File: src/rtl/mic_array_pkg.sv
// ---------------------------------------------------------------------------
// mic_array_pkg
// Shared definitions for the microphone-array processing chain: channel and
// sample geometry, the signed sample type, the beamformer FSM state type and
// a saturating arithmetic-shift helper used by this and later stages.
// ---------------------------------------------------------------------------
package mic_array_pkg;

    localparam int NUM_CH = 8;
    localparam int CH_W   = 3;
    localparam int DATA_W = 32;

    // The accumulator holds the sum of NUM_CH full-scale samples without
    // overflow.
    localparam int ACC_W  = DATA_W + CH_W;

    typedef logic signed [DATA_W-1:0] sample_t;
    typedef logic signed [ACC_W-1:0]  acc_t;

    typedef enum logic {
        ST_SYNC,
        ST_RUN
    } bf_state_t;

    typedef struct packed {
        sample_t data;
        logic    sat;
    } sat_result_t;

    // Arithmetic right shift followed by clamping to the DATA_W range.
    // Overflow is detected when the bits above the DATA_W sign bit are not
    // all copies of the accumulator sign.
    function automatic sat_result_t sat_shift(input acc_t value, input int shift);
        acc_t        shifted;
        sat_result_t r;
        shifted = value >>> shift;
        r.sat   = 1'b0;
        r.data  = shifted[DATA_W-1:0];
        if (shifted[ACC_W-1:DATA_W-1] != {(ACC_W-DATA_W+1){shifted[ACC_W-1]}}) begin
            r.sat  = 1'b1;
            r.data = shifted[ACC_W-1] ? {1'b1, {(DATA_W-1){1'b0}}}
                                      : {1'b0, {(DATA_W-1){1'b1}}};
        end
        return r;
    endfunction

endpackage

File: src/rtl/mic_hist_ram.sv
// ---------------------------------------------------------------------------
// mic_hist_ram
// Simple dual-port history RAM, one write port and one registered read port
// (one-cycle read latency). No reset so that it maps onto block RAM.
//   clk      : clock
//   wr_en    : write strobe
//   wr_addr  : write address {channel, frame pointer}
//   wr_data  : write data
//   rd_en    : read strobe
//   rd_addr  : read address {channel, delayed frame pointer}
//   rd_data  : read data, valid the cycle after rd_en
// ---------------------------------------------------------------------------
module mic_hist_ram
    import mic_array_pkg::*;
#(
    parameter int WIDTH  = DATA_W,
    parameter int ADDR_W = 7
) (
    input  logic              clk,
    input  logic              wr_en,
    input  logic [ADDR_W-1:0] wr_addr,
    input  logic [WIDTH-1:0]  wr_data,
    input  logic              rd_en,
    input  logic [ADDR_W-1:0] rd_addr,
    output logic [WIDTH-1:0]  rd_data
);

    logic [WIDTH-1:0] mem [0:(1<<ADDR_W)-1];

    // Read-during-write to the same address returns the old word; the
    // beamformer never relies on that case (zero delay is bypassed).
    always_ff @(posedge clk) begin
        if (wr_en) begin
            mem[wr_addr] <= wr_data;
        end
        if (rd_en) begin
            rd_data <= mem[rd_addr];
        end
    end

endmodule

File: src/rtl/mic_delay_sum.sv
// ---------------------------------------------------------------------------
// mic_delay_sum
// Delay-and-sum beamformer. Accepts a channel-interleaved sample stream
// (channels 0..NUM_CH-1 per frame), delays each channel by a programmable
// number of frames through a circular history RAM, sums the taps and emits
// one shifted, saturated mono sample per complete frame.
//   clk_clk, reset_reset_n        : clock, asynchronous active-low reset
//   in_data/valid/channel/sop/eop/error : input stream, no backpressure
//   out_data/valid/sop/eop/error  : one pulse per frame, held between frames
//   slave_address/write/writedata : per-channel delay write port
// ---------------------------------------------------------------------------
module mic_delay_sum
    import mic_array_pkg::*;
#(
    parameter int DEPTH = 16,
    parameter int DLY_W = $clog2(DEPTH),
    parameter int SHIFT = 3
) (
    input  logic              clk_clk,
    input  logic              reset_reset_n,
    input  logic [DATA_W-1:0] in_data,
    input  logic              in_valid,
    input  logic [CH_W-1:0]   in_channel,
    input  logic              in_startofpacket,
    input  logic              in_endofpacket,
    input  logic [1:0]        in_error,
    output logic [DATA_W-1:0] out_data,
    output logic              out_valid,
    output logic              out_startofpacket,
    output logic              out_endofpacket,
    output logic [1:0]        out_error,
    input  logic [CH_W-1:0]   slave_address,
    input  logic              slave_write,
    input  logic [15:0]       slave_writedata
);

    localparam int ADDR_W = CH_W + DLY_W;

    bf_state_t         state, state_next;
    logic [CH_W-1:0]   exp_ch, exp_ch_next;
    logic              accept, frame_start, frame_end, lose_sync;
    logic              sync_lost;

    logic [DLY_W-1:0]  frame_ptr, fill_cnt, eff_dly, rd_ptr;
    logic [DLY_W-1:0]  dly_shadow [NUM_CH];
    logic [DLY_W-1:0]  dly_active [NUM_CH];
    logic              addr_ok;

    logic [DATA_W-1:0] rd_data;

    logic              s1_valid, s1_first, s1_last, s1_bypass, s1_gate;
    logic              s1_sop, s1_eop;
    logic [1:0]        s1_err;
    sample_t           s1_data;

    acc_t              acc, acc_sum;
    logic              sop_acc, eop_acc, sop_sum, eop_sum;
    logic [1:0]        err_acc, err_sum;
    sample_t           tap;
    sat_result_t       sat_res;

    logic              unused_bits;

    assign unused_bits = &{1'b0, slave_writedata[15:DLY_W], sync_lost};

    // Frame tracker: a sample is accepted when it carries the expected
    // channel, or when it is a channel-0 sample (which always starts a new
    // frame, even if it breaks the current one). Any other out-of-order
    // sample abandons the frame and waits for the next channel 0.
    always_comb begin
        state_next  = state;
        exp_ch_next = exp_ch;
        accept      = 1'b0;
        frame_start = 1'b0;
        frame_end   = 1'b0;
        lose_sync   = 1'b0;
        if (in_valid) begin
            if (state == ST_RUN && in_channel == exp_ch) begin
                accept = 1'b1;
            end else if (in_channel == '0) begin
                accept    = 1'b1;
                lose_sync = (state == ST_RUN);
            end else if (state == ST_RUN) begin
                lose_sync  = 1'b1;
                state_next = ST_SYNC;
            end
            if (accept) begin
                state_next  = ST_RUN;
                frame_start = (in_channel == '0);
                frame_end   = (in_channel == CH_W'(NUM_CH - 1));
                exp_ch_next = frame_end ? '0 : in_channel + CH_W'(1);
            end
        end
    end

    always_ff @(posedge clk_clk or negedge reset_reset_n) begin
        if (!reset_reset_n) begin
            state     <= ST_SYNC;
            exp_ch    <= '0;
            sync_lost <= 1'b0;
        end else begin
            state  <= state_next;
            exp_ch <= exp_ch_next;
            if (lose_sync) begin
                sync_lost <= 1'b1;
            end
        end
    end

    // The channel-0 sample already uses the delay being promoted from the
    // shadow register, so a whole frame always sees one consistent set.
    always_comb begin
        eff_dly = frame_start ? dly_shadow[0] : dly_active[in_channel];
        rd_ptr  = frame_ptr - eff_dly;
        addr_ok = ({1'b0, slave_address} < (CH_W + 1)'(NUM_CH));
    end

    // Frame pointer, fill counter and delay registers. The fill counter
    // counts completed frames since reset so that taps reaching further back
    // than the written history are forced to zero.
    always_ff @(posedge clk_clk or negedge reset_reset_n) begin
        if (!reset_reset_n) begin
            frame_ptr <= '0;
            fill_cnt  <= '0;
            for (int i = 0; i < NUM_CH; i++) begin
                dly_shadow[i] <= '0;
                dly_active[i] <= '0;
            end
        end else begin
            if (frame_end) begin
                frame_ptr <= frame_ptr + DLY_W'(1);
                if (fill_cnt != DLY_W'(DEPTH - 1)) begin
                    fill_cnt <= fill_cnt + DLY_W'(1);
                end
            end
            if (frame_start) begin
                dly_active <= dly_shadow;
            end
            if (slave_write && addr_ok) begin
                dly_shadow[slave_address] <= slave_writedata[DLY_W-1:0];
            end
        end
    end

    mic_hist_ram #(
        .WIDTH  (DATA_W),
        .ADDR_W (ADDR_W)
    ) u_hist_ram (
        .clk     (clk_clk),
        .wr_en   (accept),
        .wr_addr ({in_channel, frame_ptr}),
        .wr_data (in_data),
        .rd_en   (accept),
        .rd_addr ({in_channel, rd_ptr}),
        .rd_data (rd_data)
    );

    // Stage 1 lines the sample attributes up with the RAM read data.
    always_ff @(posedge clk_clk or negedge reset_reset_n) begin
        if (!reset_reset_n) begin
            s1_valid  <= 1'b0;
            s1_first  <= 1'b0;
            s1_last   <= 1'b0;
            s1_bypass <= 1'b0;
            s1_gate   <= 1'b0;
            s1_sop    <= 1'b0;
            s1_eop    <= 1'b0;
            s1_err    <= '0;
            s1_data   <= '0;
        end else begin
            s1_valid  <= accept;
            s1_first  <= frame_start;
            s1_last   <= frame_end;
            s1_bypass <= (eff_dly == '0);
            s1_gate   <= (eff_dly > fill_cnt);
            s1_sop    <= in_startofpacket;
            s1_eop    <= in_endofpacket;
            s1_err    <= in_error;
            s1_data   <= sample_t'(in_data);
        end
    end

    // Tap selection and running sum; channel 0 restarts the accumulation.
    always_comb begin
        tap     = s1_gate ? '0 : (s1_bypass ? s1_data : sample_t'(rd_data));
        acc_sum = (s1_first ? '0 : acc) + acc_t'(tap);
        sop_sum = (s1_first ? 1'b0 : sop_acc) | s1_sop;
        eop_sum = (s1_first ? 1'b0 : eop_acc) | s1_eop;
        err_sum = (s1_first ? 2'b00 : err_acc) | s1_err;
        sat_res = sat_shift(acc_sum, SHIFT);
    end

    // Stage 2 accumulates and, on the last channel, publishes the frame.
    always_ff @(posedge clk_clk or negedge reset_reset_n) begin
        if (!reset_reset_n) begin
            acc               <= '0;
            sop_acc           <= 1'b0;
            eop_acc           <= 1'b0;
            err_acc           <= '0;
            out_data          <= '0;
            out_valid         <= 1'b0;
            out_startofpacket <= 1'b0;
            out_endofpacket   <= 1'b0;
            out_error         <= '0;
        end else begin
            out_valid <= 1'b0;
            if (s1_valid) begin
                acc     <= acc_sum;
                sop_acc <= sop_sum;
                eop_acc <= eop_sum;
                err_acc <= err_sum;
                if (s1_last) begin
                    out_valid         <= 1'b1;
                    out_data          <= sat_res.data;
                    out_startofpacket <= sop_sum;
                    out_endofpacket   <= eop_sum;
                    out_error         <= {err_sum[1] | sat_res.sat, err_sum[0]};
                end
            end
        end
    end

endmodule

File: config.mk
export PLATFORM = sky130hd
export DESIGN_NAME = mic_delay_sum
export DESIGN_NICKNAME = d
export VERILOG_FILES = /design/src/rtl/mic_array_pkg.sv /design/src/rtl/mic_hist_ram.sv /design/src/rtl/mic_delay_sum.sv
export SDC_FILE = /design/constraint.sdc
export NUM_CORES = 2
export LEC_CHECK = 0
export CAP_MARGIN = 20
export CORE_ASPECT_RATIO = 1.5
export CORE_MARGIN = 2
export CORE_UTILIZATION = 40
export DETAILED_ROUTE_END_ITERATION = 7
export PLACE_DENSITY = 0.58
export SLEW_MARGIN = 20
export SYNTH_ARGS = -nofsm -noshare
export SYNTH_HDL_FRONTEND = slang
export SYNTH_SLANG_ARGS = --single-unit
File: constraint.sdc
create_clock -name clk_clk -period 10.9 [get_ports clk_clk]
set_input_delay 2.18 -clock clk_clk [delete_from_list [all_inputs] [get_ports clk_clk]]
set_output_delay 2.18 -clock clk_clk [all_outputs]
set_load 0.05 [all_outputs]
## Word-level counts from Yosys, hierarchy flattened

Memory sizes are Yosys's and may differ from the RTL's. A register that Yosys moved wholly into a read port is not among the register bits.
Index checks and enable logic that the tools add are counted.

| word-level totals | value |
|---|---|
| bits in registers | 193 |
| RAM bits | 4096 |
| input bits | 62 |
| output and inout bits | 37 |
| logic and storage cells | 95 |
| memories | 1 |

Memories:

| name | depth | bits a word | rd ports | clocked after memory_dff | wr ports | RTL line | RTL |
|---|---|---|---|---|---|---|---|
| u_hist_ram.mem | 128 | 32 | 1 | 1 | 1 | mic_hist_ram.sv:28 | `logic [WIDTH-1:0] mem [0:(1<<ADDR_W)-1];` |

| cells by class | value |
|---|---|
| add/subtract/negate cells | 5 |
| $lt $le $gt $ge | 4 |
| eq/ne operators | 5 |
| multiplexer cells | 29 |
| bitwise operators | 5 |
| reduce and logical (&&, ||, !) cells | 8 |

Operators with widths:

| cell | number |
|---|---|
| 32-bit two-way mux | 2 |
| 35-bit adder | 1 |
| 35-bit two-way mux | 1 |
| 32-bit bitwise mux | 1 |
| 1-bit two-way mux | 17 |
| 4-bit two-way mux | 4 |
| 4-bit binary-select mux with 3-bit select | 1 |
| 4-bit demux with 3-bit select | 1 |
| 4-bit by 1-bit adder with 4-bit output, second input constant | 2 |
| 4-bit greater-or-equal comparator, second input constant | 2 |
| 3-bit inverter with 4-bit output | 2 |
| 2-bit AND reduction | 3 |
| 4-bit greater-than comparator | 1 |
| 4-bit logical NOT | 1 |
| 4-bit by 1-bit < comparator with 1-bit output, second input constant | 1 |
| 4-bit inequality test, second input constant | 1 |
| 4-bit subtractor | 1 |
| 3-bit by 1-bit adder with 3-bit output, second input constant | 1 |
| 3-bit equality test | 1 |
| 3-bit equality test, second input constant | 1 |
| 3-bit logical NOT | 1 |
| 3-bit two-way mux | 1 |
| 3-bit AND reduction | 1 |
| 1-bit logical AND | 2 |
| 5 further kinds | 6 |

## Logic depth before layout (Yosys ltp)

| depth | value |
|---|---|
| depth in word-level cells | 8 |
| depth in mapped cells | 23 |
| gate-level depth less buffers | 16 |

## Cells and area by module

Synthesis repeated with hierarchy kept, for this count alone.

| second synthesis, totals | value |
|---|---|
| cell total of the unflattened synthesis | 7011 |
| area, all modules | 166803.7 um^2 |

Modules (own cells, without submodules):

| module | times used | cells an instance | area an instance (um^2) | sequential area each (um^2) |
|---|---|---|---|---|
| mic_hist_ram | 1 | 5990 | 156596.4 | 123958.9 |
| mic_delay_sum | 1 | 1021 | 10207.3 | 4829.6 |

## Worst setup path after synthesis

Ideal clock, no wire load.

| path | value |
|---|---|
| kind | input to register |
| from | input port in_channel[2] |
| to | memory u_hist_ram.mem[127][0] in the netlist's numbering (enable) |
| library setup time | 421 ps |
| arrival time | 8874 ps |
| required time | 10479 ps |
| path slack | 1605 ps |
| stages on the path | 7 |
| path buffers | 2 |
| path through | clkbuf_1 > xor2_1 > o41ai_1 > and2_1 > nand3_1 > clkbuf_1 > nor2_1 |

| between the ends | value |
|---|---|
| word-level cells in the longest chain between the ends | 7 |
| elaborated cells between the ends (all ways) | 9 |
| classes of those cells | eq/ne (1); mux (6); reduce/logical (2) |

Ends and longest elaborated chain:

| item | RTL line | RTL |
|---|---|---|
| start, declared | mic_delay_sum.sv:23 | `input logic [CH_W-1:0] in_channel,` |
| 3-bit logical NOT / 3-bit equality test (equally long branches) | mic_delay_sum.sv:80, mic_delay_sum.sv:78 |  |
| 1-bit two-way mux / 1-bit logical AND (equally long branches) | mic_delay_sum.sv:80, mic_delay_sum.sv:78 |  |
| 1-bit two-way mux * | mic_delay_sum.sv:78 | `if (state == ST_RUN && in_channel == exp_ch) begin` |
| 1-bit two-way mux * (2 in series) | mic_delay_sum.sv:77 | `if (in_valid) begin` |
| net accept | mic_delay_sum.sv:41 | `logic accept, frame_start, frame_end, lose_sync;` |
| 1-bit two-way mux * | mic_hist_ram.sv:33 | `if (wr_en) begin` |
| 1-bit two-way mux (not written as such) * | mic_hist_ram.sv:34 | `mem[wr_addr] <= wr_data;` |
| end, declared | mic_hist_ram.sv:28 |  |

The timed path passes the listed nets; every way through them passes the cells marked *. The select of a mux whose other input is x is not followed.

## Worst setup path after layout

| path | value |
|---|---|
| from | input port in_channel[1] |
| to | register u_hist_ram.rd_data[20], read port of u_hist_ram.mem, data pin |

| between the ends | value |
|---|---|
| word-level cells in the longest chain between the ends | 8 |
| elaborated cells between the ends (all ways) | 15 |
| classes of those cells | add/sub (1); eq/ne (1); mux (10); bitwise (1); reduce/logical (2) |

Ends and longest elaborated chain:

| item | RTL line | RTL |
|---|---|---|
| 3-bit logical NOT / 3-bit equality test (equally long branches) | mic_delay_sum.sv:80, mic_delay_sum.sv:89, mic_delay_sum.sv:78 |  |
| 1-bit two-way mux / 1-bit logical AND (equally long branches) | mic_delay_sum.sv:80, mic_delay_sum.sv:78 |  |
| 1-bit two-way mux | mic_delay_sum.sv:78 |  |
| 1-bit two-way mux | mic_delay_sum.sv:77 |  |
| 1-bit two-way mux | mic_delay_sum.sv:87 | `if (accept) begin` |
| 1-bit two-way mux | mic_delay_sum.sv:77 |  |
| 4-bit two-way mux | mic_delay_sum.sv:113 | `eff_dly = frame_start ? dly_shadow[0] : dly_active[in_channel];` |
| 4-bit subtractor | mic_delay_sum.sv:114 | `rd_ptr = frame_ptr - eff_dly;` |
| end, declared | mic_hist_ram.sv:25 | `output logic [WIDTH-1:0] rd_data` |

Several ways; a longest one is shown, not always the timed one. The select of a mux whose other input is x is not followed.
A chain may end at the register's enable or synchronous reset.

==> impl_metrics.toml <==
[sta]
fin_skew_ns = 0.0447
relSlewSlack_pct = 18.6
timing.setup.tns_ns = 0
fmax_mhz = 119
tightest_slew_ns = 1.21
setup_viol = 0
drv_slew = 0
hold_viol_final = 0
fin_crit_ns = 8.44
grt_setup_unrepaired = "no"
min_period_over_period_pct = 77.4

[synthesis]
yosys-top-cells-area = "edfxtp_1, mux4_2, dfrtp_1"
async_flop_share_pct = 4.47
yosysUniqueCellTypes = 66
yosys.area.top_type = "edfxtp_1"
syn_area_per_cell_um2 = 22.4
ys.flop_type = "edfxtp_1"
synth_warnings = 0
synth_common_cells = "edfxtp_1, mux4_2, nand2_1, clkbuf_1, nor2_1"
syn_inst = 7441
yosysTopAreaCellShare_pct = 74.4
ys_ff_latch = 4321
yosysMostFrequentCell = "edfxtp_1"
yosysSeqAreaShare_pct = 77.3
syn_nets = 7551
synth-edff-count = 4128
syn_area_um2 = 167000

[place]
place.gp.congestion = 0.845
io_buffers = 86
postPlaceCellArea_um2 = 176000
hpwl_um = 251000

[cts]
cts_tree = "built"
clockRootBuffer = "clkbuf_16"
cts_setup_buffers = 0
cts_made_buffers = 390
clk_pin_slew_ns = 0.07
cts_resized = 0
cts_max_path_buffers = 4
cts.sinks = 4321
htreeDepth = 5
cts_hold_buf = 0
clk_latency_ns = 0.94

[floorplan]
start_util_pct = 40.1
dieWidth_um = 531
dieHeight_um = 795
ioPinCount = 99
core_area_um2 = 415000
num_rows = 290
dieArea_um2 = 422000

[layout]
nFillCells = 34300
nets = 7916
drive_gt1_share_pct = 29.0
stdcell_area_um2 = 189000
multi_input_area_um2 = 37300
area_growth_pct = 13.5
seqCellArea_um2 = 129000

[worst_setup_path]
crit_slowest_cell = "nor2_4"
cp-start-kind = "input port"
path_cells = "buf_2 -> inv_1 -> buf_4 -> ha_1 -> nand3b_1 -> inv_1 -> buf_4 -> a21oi_1 -> a21oi_1 -> ha_1 -> a21oi_1 -> a21boi_0 -> a2111oi_4 -> nor2_4 -> buf_4 -> mux2i_1 -> o22ai_1 -> a2111oi_0 -> nand2_1"
cp-end-kind = "flop"
required_ns = 11.56
path_delay_family = "compound AO/OA/AOI/OAI gates"
worst-path-buf-inv = 6
critPathMaxStageDelay_ns = 0.93
path_max_fanout = 25
critPathKind = "in -> reg"
cp.arrival_ns = 9.10

[status]
status = "complete, no violations"

[grt]
grt_max_degree = 105
grt-ovfl-total = 0
grt_pass1_wl_um = 633000
antenna_found_initial = 39
grt_pass1_vias = 82300
grt.total_usage_pct = 21.3

[route]
avgRoutedWirePerCell_um = 33.1
drc = 0
initialDrtViolationCount = 9264
firstDrtPassIters = 6
via_count = 79100
postRouteAntennaNets = 0
routed_wl_um = 453000
routed_via_density = 5.78

[pwr]
peakVddDrop_uv = 357
leakagePower_nw = 58.9
p_per_area_nw_per_um2 = 260

[run]
max-cap-violations = 0

[min_path]
min_path_type = "reg -> reg"
==> where the power goes <==
part	switching [mW]	leakage, nW	total, mW	internal [mW]
clock	6.11	6.27	14.0	7.88
sequential	0.0951	39.5	18.5	18.4
combinational	9.21	13.2	16.7	7.52
==> cells in the final DEF (no fill, tap or decap), types with 32 or more instances in the layout <==
cell / instances
buf_4: 270
mux4_2: 1228
clkinv_2: 86
nor2_1: 83
nor2b_1: 40
nand4_1: 37
a21oi_1: 66
clkbuf_1: 73
mux2i_1: 67
nor2_4: 133
nand3_1: 132
mux2_2: 87
clkbuf_16: 398
edfxtp_1: 4128
buf_12: 32
clkinv_1: 67
clkdlybuf4s50_1: 50
o21ai_0: 45
ha_1: 45
dfrtp_1: 192
bufinv_16: 49
a31oi_1: 41
nand2_1: 499
==> area by class of cell <==
type	count	area share (%)
antenna	20	0.0265
clock buffer	471	5.41
clock inverter	239	1.37
inverter	25	0.0496
multi-input combinational	2710	19.7
sequential	4321	68.1
tap	5548	3.67
timing repair buffer	358	1.72
==> worst min-delay path: stages (launching register included) <==
cell	delay, ns
dfrtp_1	0.34
nand2_1	0.05
nand2_1	0.04
==> worst paths after layout <==
path | endpoint | cells after the start | slack, ns | from
min | dly_active[6]$_DFFE_PN0P_ | 2 | 0.46 | dly_shadow[6]$_DFFE_PN0P_
max reg2reg | u_hist_ram.rd_data[20]$_DFFE_PP_ | 14 | 4.18 | dly_active[1]$_DFFE_PN0P_
max | u_hist_ram.rd_data[20]$_DFFE_PP_ | 19 | 2.46 | in_channel[1]
max in group asynchronous | acc[11]$_DFFE_PN0P_ | 3 | 7.51 | reset_reset_n
min in group asynchronous | dly_shadow[20]$_DFFE_PN0P_ | 1 | 1.27 | reset_reset_n
min reg2reg | dly_active[6]$_DFFE_PN0P_ | 2 | 0.46 | dly_shadow[6]$_DFFE_PN0P_
==> routing by layer <==
metal  routed length (um)  up-vias  GRT usage, %  share of wire (%)
met5                  111        -             0              0.025
met4                19900       18          8.79                4.4
met3                26500      633          2.72                5.8
met2               238000     2934          37.5                 53
met1               168000    43600          26.5                 37
li1                     -    31900             -                  -
==> cell families (layout without fill, tap and decap cells) <==
kind of cell | count (synthesis) | after routing | synth area share, %
AO/OA/AOI/OAI | 257 | 257 | 0.993
XOR/XNOR | 38 | 38 | 0.200
adder cells (fa/ha/maj) | 48 | 48 | 0.369
buffers and inverters | 410 | 1093 | 1.01
flip-flops | 4321 | 4321 | 77.3
multiplexers | 1386 | 1386 | 17.6
other | 0 | 20 | 0
AND/OR/NAND/NOR | 981 | 981 | 2.51
==> registers in the layout (all words and copies together) (netlist names), 32 cells and up <==
register            count
dly_shadow             32
dly_active             32
u_hist_ram.mem       4096
s1_data                32
acc                    35
out_data               32
u_hist_ram.rd_data     32
==> stage by stage <==
step	utilization (%)	power, mW	instances	setup WS [ns]	hold slack, ns
finish	45.5	49.2	13700	2.46	0.461
detailed placement	42.4	35.9	13000	1.63	0.453
floorplan	-	30.1	7441	1.61	0.433
CTS	45.5	49.8	13700	2.64	0.461
global placement	42.4	35.7	13000	1.33	0.457
global route	45.5	51.0	13700	2.28	0.484
(Power assumes the default switching activity.)
